===== config.mk =====
export PLATFORM = sky130hd
export DESIGN_NAME = counter_updown_mod_prescale_flat
export DESIGN_NICKNAME = d
export VERILOG_FILES = /design/src/rtl/counter_updown_mod_prescale_if.sv /design/src/rtl/counter_updown_mod_prescale.sv /design/src/flat_wrapper.sv
export SDC_FILE = /design/constraint.sdc
export NUM_CORES = 1
export LEC_CHECK = 0
export ABC_AREA = 1
export BUFFER_PORTS_ARGS = -buffer_cell sky130_fd_sc_hd__buf_2
export CAP_MARGIN = 5
export CORE_UTILIZATION = 52
export CTS_CLUSTER_SIZE = 8
export DETAILED_ROUTE_END_ITERATION = 8
export GPL_TIMING_DRIVEN = 0
export PLACE_DENSITY_LB_ADDON = 0.05
export RECOVER_POWER = 50
export SYNTH_ARGS = -nofsm -noshare
export SYNTH_HDL_FRONTEND = slang
export SYNTH_SLANG_ARGS = --single-unit

===== constraint.sdc =====
create_clock -name i_clock -period 2.15 [get_ports i_clock]
set_input_delay 0.1075 -clock i_clock [delete_from_list [all_inputs] [get_ports i_clock]]
set_output_delay 0.1075 -clock i_clock [all_outputs]
set_load 0.1 [all_outputs]

===== src/rtl/counter_updown_mod_prescale_if.sv =====
// Control and status bundle for the up/down modulo counter.
// The counter owns q/terminal_count/wrap; everything else is driven by its user.
interface counter_updown_mod_prescale_if #(
  parameter int WIDTH = 8
);
  logic             enable;
  logic             up;
  logic             saturate;
  logic             load;
  logic [WIDTH-1:0] load_value;
  logic [WIDTH-1:0] q;
  logic             terminal_count;
  logic             wrap;

  modport master (
    output enable, up, saturate, load, load_value,
    input  q, terminal_count, wrap
  );

  modport slave (
    input  enable, up, saturate, load, load_value,
    output q, terminal_count, wrap
  );
endinterface


===== src/rtl/counter_updown_mod_prescale.sv =====
// Up/down modulo counter with a clock-enable prescaler, parallel load,
// wrap-or-saturate limit handling, terminal-count and one-cycle wrap flags.
module counter_updown_mod_prescale #(
  parameter int     WIDTH    = 8,
  parameter longint MODULUS  = 256,
  parameter int     PRESCALE = 1
) (
  input  logic                          i_clock,
  input  logic                          i_clear_n,
  counter_updown_mod_prescale_if.slave  bus
);

  localparam int PW = (PRESCALE > 1) ? $clog2(PRESCALE) : 1;
  // Limit held one bit wider so MODULUS == 2**WIDTH is represented exactly.
  localparam logic [WIDTH:0] MOD_M1 = (WIDTH + 1)'(MODULUS - 1);
  localparam logic [PW-1:0]  P_LAST = PW'(PRESCALE - 1);

  logic [WIDTH-1:0] r_q;
  logic [PW-1:0]    r_p;
  logic             r_wrap;

  logic [WIDTH-1:0] w_q_next;
  logic [PW-1:0]    w_p_next;
  logic             w_wrap_next;
  logic             w_step;
  logic             w_at_top;
  logic             w_at_zero;
  logic [WIDTH-1:0] w_load_clamped;

  assign w_step    = (r_p == P_LAST);
  assign w_at_top  = ({1'b0, r_q} == MOD_M1);
  assign w_at_zero = (r_q == '0);

  assign w_load_clamped = ({1'b0, bus.load_value} > MOD_M1) ? MOD_M1[WIDTH-1:0]
                                                            : bus.load_value;

  always_comb begin
    w_q_next    = r_q;
    w_p_next    = r_p;
    w_wrap_next = 1'b0;
    if (bus.load) begin
      w_q_next = w_load_clamped;
      w_p_next = '0;
    end else if (bus.enable) begin
      w_p_next = w_step ? '0 : r_p + PW'(1);
      if (w_step) begin
        if (bus.up) begin
          if (!w_at_top) begin
            w_q_next = r_q + WIDTH'(1);
          end else if (!bus.saturate) begin
            w_q_next    = '0;
            w_wrap_next = 1'b1;
          end
        end else begin
          if (!w_at_zero) begin
            w_q_next = r_q - WIDTH'(1);
          end else if (!bus.saturate) begin
            w_q_next    = MOD_M1[WIDTH-1:0];
            w_wrap_next = 1'b1;
          end
        end
      end
    end
  end

  always_ff @(posedge i_clock or negedge i_clear_n) begin
    if (!i_clear_n) begin
      r_q    <= '0;
      r_p    <= '0;
      r_wrap <= 1'b0;
    end else begin
      r_q    <= w_q_next;
      r_p    <= w_p_next;
      r_wrap <= w_wrap_next;
    end
  end

  assign bus.q              = r_q;
  assign bus.wrap           = r_wrap;
  assign bus.terminal_count = bus.up ? w_at_top : w_at_zero;

endmodule


===== src/flat_wrapper.sv =====
// flat-port wrapper written by rule: the top's interface ports become plain ports
module counter_updown_mod_prescale_flat 
#(
  parameter int     WIDTH    = 8,
  parameter longint MODULUS  = 256,
  parameter int     PRESCALE = 1
)
  (i_clock, i_clear_n, bus_enable, bus_up, bus_saturate, bus_load, bus_load_value, bus_q, bus_terminal_count, bus_wrap);
  counter_updown_mod_prescale_if #(.WIDTH(WIDTH)) bus_i ();
  input  logic i_clock;
  input  logic i_clear_n;
  input wire logic [$bits(bus_i.enable)-1:0] bus_enable;
  input wire logic [$bits(bus_i.up)-1:0] bus_up;
  input wire logic [$bits(bus_i.saturate)-1:0] bus_saturate;
  input wire logic [$bits(bus_i.load)-1:0] bus_load;
  input wire logic [$bits(bus_i.load_value)-1:0] bus_load_value;
  output wire logic [$bits(bus_i.q)-1:0] bus_q;
  output wire logic [$bits(bus_i.terminal_count)-1:0] bus_terminal_count;
  output wire logic [$bits(bus_i.wrap)-1:0] bus_wrap;
  assign bus_i.enable = bus_enable;
  assign bus_i.up = bus_up;
  assign bus_i.saturate = bus_saturate;
  assign bus_i.load = bus_load;
  assign bus_i.load_value = bus_load_value;
  assign bus_q = bus_i.q;
  assign bus_terminal_count = bus_i.terminal_count;
  assign bus_wrap = bus_i.wrap;
  counter_updown_mod_prescale #(.WIDTH(WIDTH), .MODULUS(MODULUS), .PRESCALE(PRESCALE)) u_core (.i_clock(i_clock), .i_clear_n(i_clear_n), .bus(bus_i));
endmodule

Word level (Yosys, flattened, before mapping)
Cells that the tools add are included.
- reduce and logical (&&, ||, !) cells: 3
- equal/unequal tests: 4
- mux-type cells: 19
- add/sub/neg operators: 3
- operators by type and width (cell ; count):
    two-way mux 8 bit ; 8
    two-way mux 1 bit ; 11
    adder 8 x 1 -> 8 bit, second input constant ; 1
    == test 8 bit, second input constant ; 1
    logical NOT 8 bit ; 1
    inequality test 4 bit, second input constant ; 2
    subtractor 8 x 1 -> 8 bit, second input constant ; 1
    AND reduction 4 bit ; 1
    inequality test 2 bit, second input constant ; 1
    nonzero test 2 bit ; 1
    adder 1 bit, second input constant ; 1
- logic and storage cells: 32
- register bits after elaboration: 10
- bits of input ports: 14
- output and inout port bits: 10

Logic depth before layout (Yosys ltp)
- depth in word-level cells: 6
- depth in mapped cells: 12
- gate-level depth less buffers: 12

Worst setup path before layout
Ideal clock, no wire load.
- kind: register to register
- start point: register u_core.r_q[0] (netlist: u_core.bus.q[0])
- end point: register u_core.r_q[1] (netlist: u_core.bus.q[1])
- buffers on the path: 0
- stages on the path, launching flop included: 10
- required time: 2.080 ns
- data arrival time: 2.589 ns
- path slack: -0.509 ns
- clock period less this slack: 2.659 ns
- path through: dfrtp_1 > inv_1 > ha_1 > inv_1 > nor3_1 > nand2_1 > nand2_1 > nand2_1 > nand4_1 > nand3_1
- word-level cells in the longest chain between the ends: 6
- elaborated cells between the ends (all ways): 13
- those cells by class: add/sub (2); eq/ne (3); mux (6); reduce/logical (2)
- RTL lines (what ; line ; text):
    from (decl) ; counter_updown_mod_prescale.sv:18 ; logic [WIDTH-1:0] r_q;
    from (signal assigned) ; counter_updown_mod_prescale.sv:72 ; r_q <= w_q_next;
    subtractor 8 x 1 -> 8 bit, or another cell as far along ; counter_updown_mod_prescale.sv:56 ; w_q_next = r_q - WIDTH'(1);
    two-way mux 8 bit, on equally long branches ; counter_updown_mod_prescale.sv:55, counter_updown_mod_prescale.sv:48 ;
    two-way mux 8 bit ; counter_updown_mod_prescale.sv:47 ; if (bus.up) begin
    two-way mux 8 bit ; counter_updown_mod_prescale.sv:46 ; if (w_step) begin
    two-way mux 8 bit ; counter_updown_mod_prescale.sv:44 ; end else if (bus.enable) begin
    two-way mux 8 bit ; counter_updown_mod_prescale.sv:41 ; if (bus.load) begin
Several ways; a longest one is shown, not always the timed one. The select of a mux whose other input is x is not followed.
A chain may end at the register's enable or synchronous reset.

Worst setup path after layout
- start point: register u_core.r_q[0] (netlist: u_core.bus.q[0])
- end point: output bus_terminal_count
- word-level cells in the longest chain between the ends: 2
- elaborated cells between the ends (all ways): 3
- those cells by class: eq/ne (1); mux (1); reduce/logical (1)
- RTL lines (what ; line ; text):
    == test 8 bit or logical NOT 8 bit (tied branches) ; counter_updown_mod_prescale.sv:31, counter_updown_mod_prescale.sv:32 ;
    two-way mux 1 bit (*) ; counter_updown_mod_prescale.sv:80 ; assign bus.terminal_count = bus.up ? w_at_top : w_at_zero;
    to (decl) ; flat_wrapper.sv:18 ; output wire logic [$bits(bus_i.terminal_count)-1:0] bus_terminal_count;
Mark *: on every way between the ends. The rest lies on a longest branch, timed or not.

==> results.toml <==
[setup_path]
cp_common_cell = "inv_1"
crit_path_end_kind = "primary output"
critPathArrivalTime_ns = 1.81
cpPeakStageDelay_ns = 0.43
crit_chain = "inv_1, ha_1, inv_1, nor3_1, nand2_1, nand2_2, clkbuf_4"
cp_max_fo = 6
path_buf_inv = 3
crit_type = "reg -> out"
critPathLaunchType = "register"
cp_top_family = "buffers and inverters"
required_ns = 2.04
cp_slowest_cell = "dfrtp_2"

[sta]
min_period_ns = 1.92
setup_tns_ns = 0
rsz0062_at_grt = "no"
min_period_over_period_pct = 89.4
max-slew-margin-rel_pct = 22.8
hold_ws_ns = 0.0691
report.final.slew_viol_count = 0
skew_ns = 0.00519
setup_viol = 0
tightestPinTransition_ns = 1.16
timing.fmax_mhz = 520
timing_hold_violations_final = 0

[die]
die_area_um2 = 1950
num_rows = 14
die_y_um = 44.2
die_x_um = 44.2
core_area_um2 = 1580
start_util_pct = 58.7
io_pins = 24

[finish]
register_area_um2 = 235
n_antenna_cell = 0
stdcell_area_um2 = 1100
area_growth_pct = 18.8
fin_cells = 194
mostFrequentLayoutCell = "nand2_1"
mostFrequentLayoutCells = "nand2_1, nand3_1, buf_2, nor2_1, inv_1"
fin_nets = 196
layout-drive-gt1-share_pct = 26.4
nFillCells = 144
multi_input_area_um2 = 606

[routing]
drc = 0
drtIter0Drc = 38
wl_met1_um = 1000
top_layer = "met4"
avgRoutedWirePerCell_um = 11.9
ant_nets = 0
via_per_inst = 5.40
vias = 1048
route.met3.wl_um = 116
wl_met2_um = 1160
wirelength_um = 2300
drtPass1Iterations = 6

[power]
vdd_drop_max_mv = 0.446
swShare_pct = 53.4
p_switching_mw = 0.425
total_power_mw = 0.796
p_clk_share_pct = 16.7
seq_power_share_pct = 29.0
internal_power_mw = 0.371
p_leak_nw = 0.574
power_density_nw_per_um2 = 725
p_comb_share_pct = 54.3

[cts]
cts.htree.levels = 1
insertion_delay_ns = 0.26
clock_sinks = 9
clockRootBuffer = "clkbuf_4"
cts_max_path_buffers = 2
postCtsSetupBuffers = 0
numCtsBuffers = 3
clk_pin_slew_ns = 0.06
cts_tree = "done"

[grt]
grt_pass1_wl_um = 3790
grt_use_total_pct = 26.4
antenna_found_initial = 0
grt_start_max_net_pins = 11
grt_remaining_overflow = 0
first_global_vias = 881

[placed_design]
portBuffers = 22
placed_area_um2 = 1070
hpwl_um = 1820
place_inst = 189
routabilityCongestion = 0.935

[worst_hold_path]
min_path_type = "in -> reg"

[logic_synthesis]
seq_area_frac_synth_pct = 24.4
synth.distinct_cells = 24
yosys_warnings = 0
synth_area_um2 = 925
avgSynthCellArea_um2 = 6.12
synth_nets = 168
postSynthCellCount = 151
ys_ff_latch = 9

[run_status]
status = "completed"

[job]
max_cap_viol_count = 0
[through the flow]
stage               setup slack, ns  util [%]
global route                 0.0780      69.7
detailed placement            0.392      67.7
floorplan                    0.0790         -
CTS                           0.128      70.0
global placement              0.401      67.7
finish                        0.229      69.7
[flip-flops by register name (all words and copies together), names as in the netlist]
name / count
u_core.bus.q: 8
u_core.bus.wrap: 1
[worst register-to-register path: stages, from the launching register on]
cell	delay, ns
dfrtp_2	0.43
inv_1	0.20
ha_1	0.18
inv_1	0.05
nor3_1	0.22
nand4_1	0.19
nand3_4	0.16
inv_4	0.08
nand3_1	0.09
nand2_1	0.05
[per-layer routing]
layer  GRT usage, %  vias up
met3           6.94        2
met1           32.7      469
met5              0        -
met4           7.27        0
met2           45.3       34
li1               -      543
[cells by family (layout without fill, tap and decap cells)]
kind of cell	Yosys count	after routing	share of synthesized area (%)
flops	9	9	24.4
xor+xnor	2	2	1.89
compound gates	14	14	9.88
fa+ha+maj	3	3	4.06
simple gates	101	101	49.4
buf+inv	22	49	10.4
[final cells by class]
cell class	instances	area share (%)
well taps	16	1.82
clock buffers	4	2.39
inverters	18	6.38
multi-input cells	120	55.1
flip-flops and latches	9	21.4
repair buffers	23	10.5
plain buffers	4	2.39
[cells in the mapped netlist, drive strengths merged]
master | instances | area, um^2
nor2 | 20 | 82.6
nor3 | 2 | 10.0
a21oi | 4 | 20.0
dfrtp | 9 | 225
o2111ai | 1 | 8.76
o21ai | 7 | 42.5
nand3 | 23 | 128
clkbuf | 1 | 5.00
xnor2 | 2 | 17.5
or2 | 3 | 18.8
o211ai | 2 | 20.0
ha | 3 | 37.5
nand4 | 5 | 37.5
buf | 3 | 21.3
nand2 | 48 | 180
inv | 18 | 70.1
[worst paths after layout]
| path | slack (ns) | start | cells past startpoint | end |
|---|---|---|---|---|
| setup / recovery | 0.23 | u_core.bus.q[0]$_DFFE_PN0P_ | 7 | bus_terminal_count |
| hold / removal | 0.07 | bus_load_value[1] | 3 | u_core.bus.q[1]$_DFFE_PN0P_ |
| setup reg to reg | 0.38 | u_core.bus.q[0]$_DFFE_PN0P_ | 9 | u_core.bus.q[6]$_DFFE_PN0P_ |
| hold reg to reg | 0.58 | u_core.bus.q[7]$_DFFE_PN0P_ | 2 | u_core.bus.q[7]$_DFFE_PN0P_ |
| max in group asynchronous | 1.45 | i_clear_n | 2 | u_core.bus.q[2]$_DFFE_PN0P_ |
| min in group asynchronous | 0.33 | i_clear_n | 2 | u_core.bus.q[7]$_DFFE_PN0P_ |
[timing repair]
action	in CTS	in global routing
gates resized for setup	0	1
setup endpoints to repair	0	1
hold endpoints to repair	9	0
hold buffers	1	0
[power by group through the flow]
stage	registers [mW]	logic [mW]	clock network, mW
6_report	0.231	0.433	0.133
5_1_grt	0.235	0.473	0.141
4_1_cts	0.231	0.435	0.134
3_5_place_dp	0.234	0.433	0
3_3_place_gp	0.232	0.427	0
2_1_floorplan	0.390	0.191	0
(Power assumes the default switching activity.)
